--- config.mk ---
export PLATFORM = sky130hd
export DESIGN_NAME = instruction_fetch_unit
export DESIGN_NICKNAME = d
export VERILOG_FILES = /design/src/rtl/ifu_pkg.sv /design/src/rtl/if_id_register.sv /design/src/rtl/ifu_protocol_checker.sv /design/src/rtl/instruction_fetch_unit.sv
export SDC_FILE = /design/constraint.sdc
export NUM_CORES = 1
export LEC_CHECK = 0
export CAP_MARGIN = 15
export CORE_MARGIN = 2
export CORE_UTILIZATION = 57
export DETAILED_ROUTE_END_ITERATION = 10
export DONT_BUFFER_PORTS = 1
export PLACE_DENSITY = 0.79
export SLEW_MARGIN = 10
export SYNTH_ARGS = -nofsm -noshare
export SYNTH_HDL_FRONTEND = slang
export SYNTH_SLANG_ARGS = --single-unit
--- constraint.sdc ---
create_clock -name clock__i -period 1.9 [get_ports clock__i]
set_clock_uncertainty 0.15 [all_clocks]
set_input_delay 0.38 -clock clock__i [delete_from_list [all_inputs] [get_ports clock__i]]
set_output_delay 0.38 -clock clock__i [all_outputs]
set_load 0.02 [all_outputs]
--- src/rtl/ifu_pkg.sv ---
// -----------------------------------------------------------------------------
// ifu_pkg
// Shared types and constants for the instruction-fetch stage:
//   - ifu_state_e : fetch FSM states
//   - NOP_INSTR   : bubble instruction (sll $0,$0,0)
//   - ifid_t      : IF/ID pipeline register contents, also used by decode
//   - pc_plus4    : 32-bit modulo PC increment
// -----------------------------------------------------------------------------
package ifu_pkg;

   localparam logic [31:0] NOP_INSTR = 32'h0000_0000;
   localparam logic [31:0] PC_STEP   = 32'd4;

   typedef enum logic [2:0] {
      IDLE = 3'd0,
      REQ  = 3'd1,
      WAIT = 3'd2,
      HOLD = 3'd3,
      DROP = 3'd4
   } ifu_state_e;

   typedef struct packed {
      logic [31:0] instr;
      logic [31:0] pcPlus4;
      logic        valid;
   } ifid_t;

   localparam ifid_t IFID_RESET = '{instr: NOP_INSTR, pcPlus4: 32'h0000_0000, valid: 1'b0};

   // Wraps silently at the top of the address space; no carry out.
   function automatic logic [31:0] pc_plus4(input logic [31:0] pc);
      return pc + PC_STEP;
   endfunction

endpackage

--- src/rtl/if_id_register.sv ---
// -----------------------------------------------------------------------------
// if_id_register
// IF/ID pipeline register with flush > stall > load priority; otherwise
// a bubble is inserted.
// Ports:
//   clock__i, reset_n__i : clock and async active-low reset
//   flush__i             : squash to bubble (PC+4 field kept)
//   stall__i             : hold all fields
//   load__i              : load loadData__i
//   loadData__i          : instruction / PC+4 / valid to load
//   ifid__o              : registered IF/ID contents
// -----------------------------------------------------------------------------
module if_id_register
   import ifu_pkg::*;
(
   input  logic  clock__i,
   input  logic  reset_n__i,
   input  logic  flush__i,
   input  logic  stall__i,
   input  logic  load__i,
   input  ifid_t loadData__i,
   output ifid_t ifid__o
);

   ifid_t ifid_d;
   ifid_t ifid_q;

   // Next-state selection; bubbles keep the PC+4 field untouched.
   always_comb begin
      ifid_d = ifid_q;
      if (flush__i) begin
         ifid_d.instr = NOP_INSTR;
         ifid_d.valid = 1'b0;
      end else if (stall__i) begin
         ifid_d = ifid_q;
      end else if (load__i) begin
         ifid_d = loadData__i;
      end else begin
         ifid_d.instr = NOP_INSTR;
         ifid_d.valid = 1'b0;
      end
   end

   // IF/ID flop bank.
   always_ff @(posedge clock__i or negedge reset_n__i) begin
      if (!reset_n__i) begin
         ifid_q <= IFID_RESET;
      end else begin
         ifid_q <= ifid_d;
      end
   end

   assign ifid__o = ifid_q;

endmodule

--- src/rtl/ifu_protocol_checker.sv ---
// -----------------------------------------------------------------------------
// ifu_protocol_checker
// Simulation-only protocol monitor for the instruction-memory interface.
// Ports:
//   clock__i, reset_n__i : clock and async active-low reset
//   state__i             : current fetch FSM state
//   imemRvalid__i        : memory response valid
// -----------------------------------------------------------------------------
module ifu_protocol_checker
   import ifu_pkg::*;
(
   input  logic       clock__i,
   input  logic       reset_n__i,
   input  ifu_state_e state__i,
   input  logic       imemRvalid__i
);

   // A response is only legal while a fetch is outstanding.
   property p_rvalid_in_flight;
      @(posedge clock__i) disable iff (!reset_n__i)
         imemRvalid__i |-> (state__i == WAIT || state__i == DROP);
   endproperty

   a_rvalid_in_flight: assert property (p_rvalid_in_flight);

endmodule

--- src/rtl/instruction_fetch_unit.sv ---
// -----------------------------------------------------------------------------
// instruction_fetch_unit
// IF stage of the 5-stage MIPS pipeline. Fetches the instruction at pc__i over
// a req/gnt/rvalid memory interface (one fetch in flight), buffers it across a
// stall, and loads the IF/ID register. pcWrite__o advances the PC when a word
// is loaded into IF/ID, or whenever a flush redirects it.
// Ports:
//   clock__i, reset_n__i          : clock, async active-low reset
//   pc__i                         : current PC
//   pcWrite__o, pcPlus4__o        : PC write enable, pc__i + 4
//   imemReq__o, imemAddr__o       : fetch request and address
//   imemGnt__i, imemRvalid__i,
//   imemRdata__i                  : grant, response valid, response data
//   stall__i, flush__i            : hazard hold, branch/jump squash
//   ifidInstr__o, ifidPcPlus4__o,
//   ifidValid__o                  : IF/ID register contents
// -----------------------------------------------------------------------------
module instruction_fetch_unit
   import ifu_pkg::*;
(
   input  logic        clock__i,
   input  logic        reset_n__i,
   input  logic [31:0] pc__i,
   output logic        pcWrite__o,
   output logic [31:0] pcPlus4__o,
   output logic        imemReq__o,
   output logic [31:0] imemAddr__o,
   input  logic        imemGnt__i,
   input  logic        imemRvalid__i,
   input  logic [31:0] imemRdata__i,
   input  logic        stall__i,
   input  logic        flush__i,
   output logic [31:0] ifidInstr__o,
   output logic [31:0] ifidPcPlus4__o,
   output logic        ifidValid__o
);

   ifu_state_e  state_d;
   ifu_state_e  state_q;
   logic [31:0] pc4_d;
   logic [31:0] pc4_q;
   logic [31:0] hold_d;
   logic [31:0] hold_q;

   logic        load_s;
   logic [31:0] load_instr_s;
   logic        pc_write_s;
   logic        imem_req_s;
   ifid_t       load_data_s;
   ifid_t       ifid_s;

   assign pcPlus4__o  = pc_plus4(pc__i);
   assign imemAddr__o = pc__i;
   assign imemReq__o  = imem_req_s;
   assign pcWrite__o  = pc_write_s;

   // Fetch FSM next state; pcWrite tracks flush or a word delivered to IF/ID.
   always_comb begin
      state_d      = state_q;
      pc4_d        = pc4_q;
      hold_d       = hold_q;
      load_s       = 1'b0;
      load_instr_s = NOP_INSTR;
      pc_write_s   = 1'b0;
      imem_req_s   = 1'b0;
      case (state_q)
         IDLE: begin
            state_d = REQ;
         end
         REQ: begin
            // Request is masked during flush, so a grant cannot arrive then.
            imem_req_s = ~flush__i;
            if (flush__i) begin
               pc_write_s = 1'b1;
               state_d    = REQ;
            end else if (imemGnt__i) begin
               pc4_d   = pc_plus4(pc__i);
               state_d = WAIT;
            end else begin
               state_d = REQ;
            end
         end
         WAIT: begin
            if (imemRvalid__i) begin
               if (flush__i) begin
                  pc_write_s = 1'b1;
                  state_d    = REQ;
               end else if (stall__i) begin
                  hold_d  = imemRdata__i;
                  state_d = HOLD;
               end else begin
                  load_s       = 1'b1;
                  load_instr_s = imemRdata__i;
                  pc_write_s   = 1'b1;
                  state_d      = REQ;
               end
            end else if (flush__i) begin
               // Response still owed by memory; swallow it in DROP.
               pc_write_s = 1'b1;
               state_d    = DROP;
            end else begin
               state_d = WAIT;
            end
         end
         HOLD: begin
            if (flush__i) begin
               pc_write_s = 1'b1;
               state_d    = REQ;
            end else if (!stall__i) begin
               load_s       = 1'b1;
               load_instr_s = hold_q;
               pc_write_s   = 1'b1;
               state_d      = REQ;
            end else begin
               state_d = HOLD;
            end
         end
         DROP: begin
            pc_write_s = flush__i;
            if (imemRvalid__i) begin
               state_d = REQ;
            end else begin
               state_d = DROP;
            end
         end
         default: begin
            state_d = IDLE;
         end
      endcase
   end

   // FSM state, latched PC+4 and hold buffer.
   always_ff @(posedge clock__i or negedge reset_n__i) begin
      if (!reset_n__i) begin
         state_q <= IDLE;
         pc4_q   <= 32'h0000_0000;
         hold_q  <= 32'h0000_0000;
      end else begin
         state_q <= state_d;
         pc4_q   <= pc4_d;
         hold_q  <= hold_d;
      end
   end

   assign load_data_s = '{instr: load_instr_s, pcPlus4: pc4_q, valid: 1'b1};

   if_id_register u_if_id_register (
      .clock__i    (clock__i),
      .reset_n__i  (reset_n__i),
      .flush__i    (flush__i),
      .stall__i    (stall__i),
      .load__i     (load_s),
      .loadData__i (load_data_s),
      .ifid__o     (ifid_s)
   );

   assign ifidInstr__o   = ifid_s.instr;
   assign ifidPcPlus4__o = ifid_s.pcPlus4;
   assign ifidValid__o   = ifid_s.valid;

   ifu_protocol_checker u_ifu_protocol_checker (
      .clock__i      (clock__i),
      .reset_n__i    (reset_n__i),
      .state__i      (state_q),
      .imemRvalid__i (imemRvalid__i)
   );

endmodule

==> results.md <==
- Status: finished, violations left
- Failing checks: negative hold slack, negative setup slack
- Setup CP Type: reg2out
- CP max FO: 4
- Worst min path class: in2async
- YS warnings: 0
- CP required: 1.37 ns
- Antenna Cells: 0
- Final Hold Viols: 132
- Cells after Synth: 492
- Dpl cell area: 6250 um2
- Dpl ws: -0.200 ns
- Global route overflow: 0
- Data arrival, critical path: approximately 1.6 ns
- Period utilisation layout: 110%
- Initial antenna violation count: 0
- Number of global-route vias before repair: 4434
- WL final: 14800 um
- Count of different cell masters after synthesis: 34
- DRC viols: 0
- CTS buffer count: 17
- Yosys reg bits: roughly 130
- Asr flop ratio synth: 100%
- Core area: 10300 um2
- IO buf count: 0
- Area Overhead vs Synth: 31.5%
- Ys flop type: dfrtp_1
- PnR worst setup slack: -0.196 ns
- Inst Count DP: roughly 600
- Post-Layout Cell Count: 688
- Register area share after synthesis: 54.9%
- Critical R2R Launch: state_q[0]
- Dominant cell type by area after synthesis: dfrtp_1
- Initial Utilization: approximately 59%
- Max cap viols: 0
- Post-Syn Nets: 563
- Final worst path period need: 2.10 ns
- VDD IR-drop max: 0.762 mV
- Clock Tree Buf Depth: 2
- Fill count: between 500 and 600
- Yosys top cell area share: a little over half
- First-pass GRT wire length: around 23000 um
- Clk_lat worst skew: 0.51 ns
- Leak Pwr: 3.50 nW
- Vias: 4074
- RSZ-0062 raised after global routing: yes
- Clk slew on worst S/H paths: 0.06 ns
- Global Route Usage Sum: between 20 and 30%
- Slew HR: around three fifths
- FF-to-FF End: hold_q[16]
- ANT nets after route: 0
- Cts hold-fix bufs: 41
- Final Cell Area: 7910 um2
- DIE AREA: 11400 um2
- Rows: 37
- Slew Limit Fails: 0
- Final HPWL DP: 8600 um
- Worst Max-Slew Pin Slew: 0.577 ns
- Largest net degree at the start of global routing: 133
- Gpl congestion: 0.818
- DIE WIDTH: 107 um
- Startpoint types: flip-flop
- Root buf cell: clkbuf_8
- Fmax: around 480 MHz
- Syn Area/Cell: between 10 and 15 um2
- Io pins: 201
- Critical Path Sink Type: output port
- Vias per cell: approximately 5.9
- DR iter-0 viols: 267
- Ratio of cells with drive above 1 in the final layout: 32.2%
- Clk sinks: 132
- Final Setup Violations: 70
- Detailed Routing Iterations Pass 1: 4
- Post-synth design cell area: 6020 um2
- Worst Reg-to-Reg Cells: 6
- Synth top area cells: dfrtp_1 55%, mux2_1 11%, mux2_2 6.9%, buf_4 4.2%, a22oi_1 4.0%
- Hold_ws: -0.585 ns
- Power Density: 1110 nW/um2
- Total number of H-tree levels: 4
- Die H: 107 um
- Setup TNS: -5.98 ns
- EDFF count, synth: 0
- TritonCTS clock tree: done
- Routed WL per cell: 21.5 um
- R2R setup slack: -0.16 ns
- Net count, final: 610
-- Yosys cell counts (all sizes together) (2+ instances only) --
library cell  count
a21boi            2
a21oi             2
a22oi            32
and3              4
and4              6
buf              42
clkbuf           20
dfrtp           132
inv               3
mux2             95
nand2            43
nand2b            2
nand3            14
nand3b            2
nand4             8
nor2             10
nor4              2
o21ai            36
xnor2            20
xor2              8
-- registers in the layout, summed over array words and instances, names as in the netlist --
signal,count
hold_q,32
state_q,3
u_if_id_register.ifid__o,65
pc4_q,32
-- how the worst max path moves through the flow --
stage          depth (start not counted)              to  startpoint  slack [ns]
2_1_floorplan                          5  pcPlus4__o[20]    pc__i[2]       -0.13
3_3_place_gp                           4  pcPlus4__o[31]   pc__i[18]       -0.17
3_5_place_dp                           4  pcPlus4__o[31]   pc__i[18]       -0.20
4_1_cts                                4      pcWrite__o  state_q[1]       -0.22
5_1_grt                                4      pcWrite__o  state_q[1]       -0.26
6_report                               3      pcWrite__o  state_q[0]       -0.20
-- power breakdown --
group          internal [W]  total (W)  switching, W
registers           0.00344    0.00430      0.000868
logic              0.000685    0.00111      0.000426
clock network       0.00218    0.00339       0.00122
-- cell families after synthesis --
group | count (synthesis) | share of synthesized area (%)
and+or+nand+nor | 98 | 9.01
AOI/OAI and AO/OA | 73 | 7.55
muxes | 95 | 17.8
adders and majority gates | 1 | 0.208
DFF | 132 | 54.9
buffers and inverters | 65 | 6.34
xor gates and xnor gates | 28 | 4.20
-- what timing repair did --
item / in CTS / in global routing
pin swaps: 24 / 21
gates cloned: 0 / 4
gates resized for setup: 44 / 52
endpoints found under the hold margin: 204 / 132
endpoints found under the setup margin: 16 / 118
setup buffers: 8 / 10
-- placed cells by master (no fill, tap or decap), types with 2 or more instances in the layout --
cell type | Yosys | final
nor2_4 | 0 | 3
nor2_1 | 10 | 4
inv_1 | 3 | 3
and4_1 | 6 | 3
mux2_2 | 37 | 37
bufinv_16 | 0 | 4
clkinv_4 | 0 | 2
dfrtp_1 | 132 | 131
xnor2_2 | 0 | 6
nand2_4 | 0 | 3
nand3_4 | 0 | 7
xnor2_4 | 0 | 9
xnor2_1 | 20 | 5
clkbuf_8 | 0 | 2
nand4_4 | 1 | 2
mux2_4 | 0 | 10
inv_6 | 0 | 2
and4_4 | 0 | 3
clkbuf_1 | 20 | 3
nand3b_1 | 2 | 2
clkinvlp_4 | 0 | 2
nand4_1 | 6 | 6
buf_6 | 0 | 10
buf_4 | 34 | 28
buf_12 | 0 | 6
o21ai_0 | 36 | 13
clkbuf_16 | 0 | 19
xor2_1 | 7 | 7
and3_1 | 4 | 4
nor2_2 | 0 | 3
nand3_1 | 14 | 6
nand2_1 | 43 | 38
dlygate4sd3_1 | 0 | 41
mux2_1 | 58 | 48
nor4_4 | 2 | 2
a22oi_1 | 32 | 32
a21boi_0 | 2 | 2
o21ai_1 | 0 | 23
-- worst max-delay path: stages, from the launching register on --
cell and delay (ns):
dfrtp_2 0.46, buf_4 0.17, o32ai_2 0.25, buf_4 0.19
-- final cells by class --
type | count | area [um2] | area share (%)
timing repair buffer | 90 | 971 | 12.3
sequential | 132 | 3300 | 41.8
tap | 136 | 170 | 2.15
clock inverter | 11 | 175 | 2.21
multi-input combinational | 295 | 2840 | 35.9
inverter | 3 | 11.3 | 0.142
clock buffer | 21 | 439 | 5.55
-- metal layers --
| metal | up-vias | GRT usage, % | share of wire (%) |
|---|---|---|---|
| li1 | 1808 | - | - |
| met1 | 2061 | 30.1 | 38 |
| met2 | 182 | 44.6 | 52 |
| met3 | 23 | 8.69 | 8.0 |
| met4 | 0 | 9.37 | 1.7 |
| met5 | - | 0 | 0 |
-- per-stage QoR --
step	power [W]	utilization [%]	hold WS [ns]
5_1_grt	0.00917	77.0	-0.618
3_3_place_gp	0.00518	60.8	-0.0624
6_report	0.00881	77.0	-0.585
2_1_floorplan	0.00505	-	-0.0656
3_5_place_dp	0.00527	60.8	-0.0629
4_1_cts	0.00878	74.2	-0.608
(Power assumes the default switching activity.)
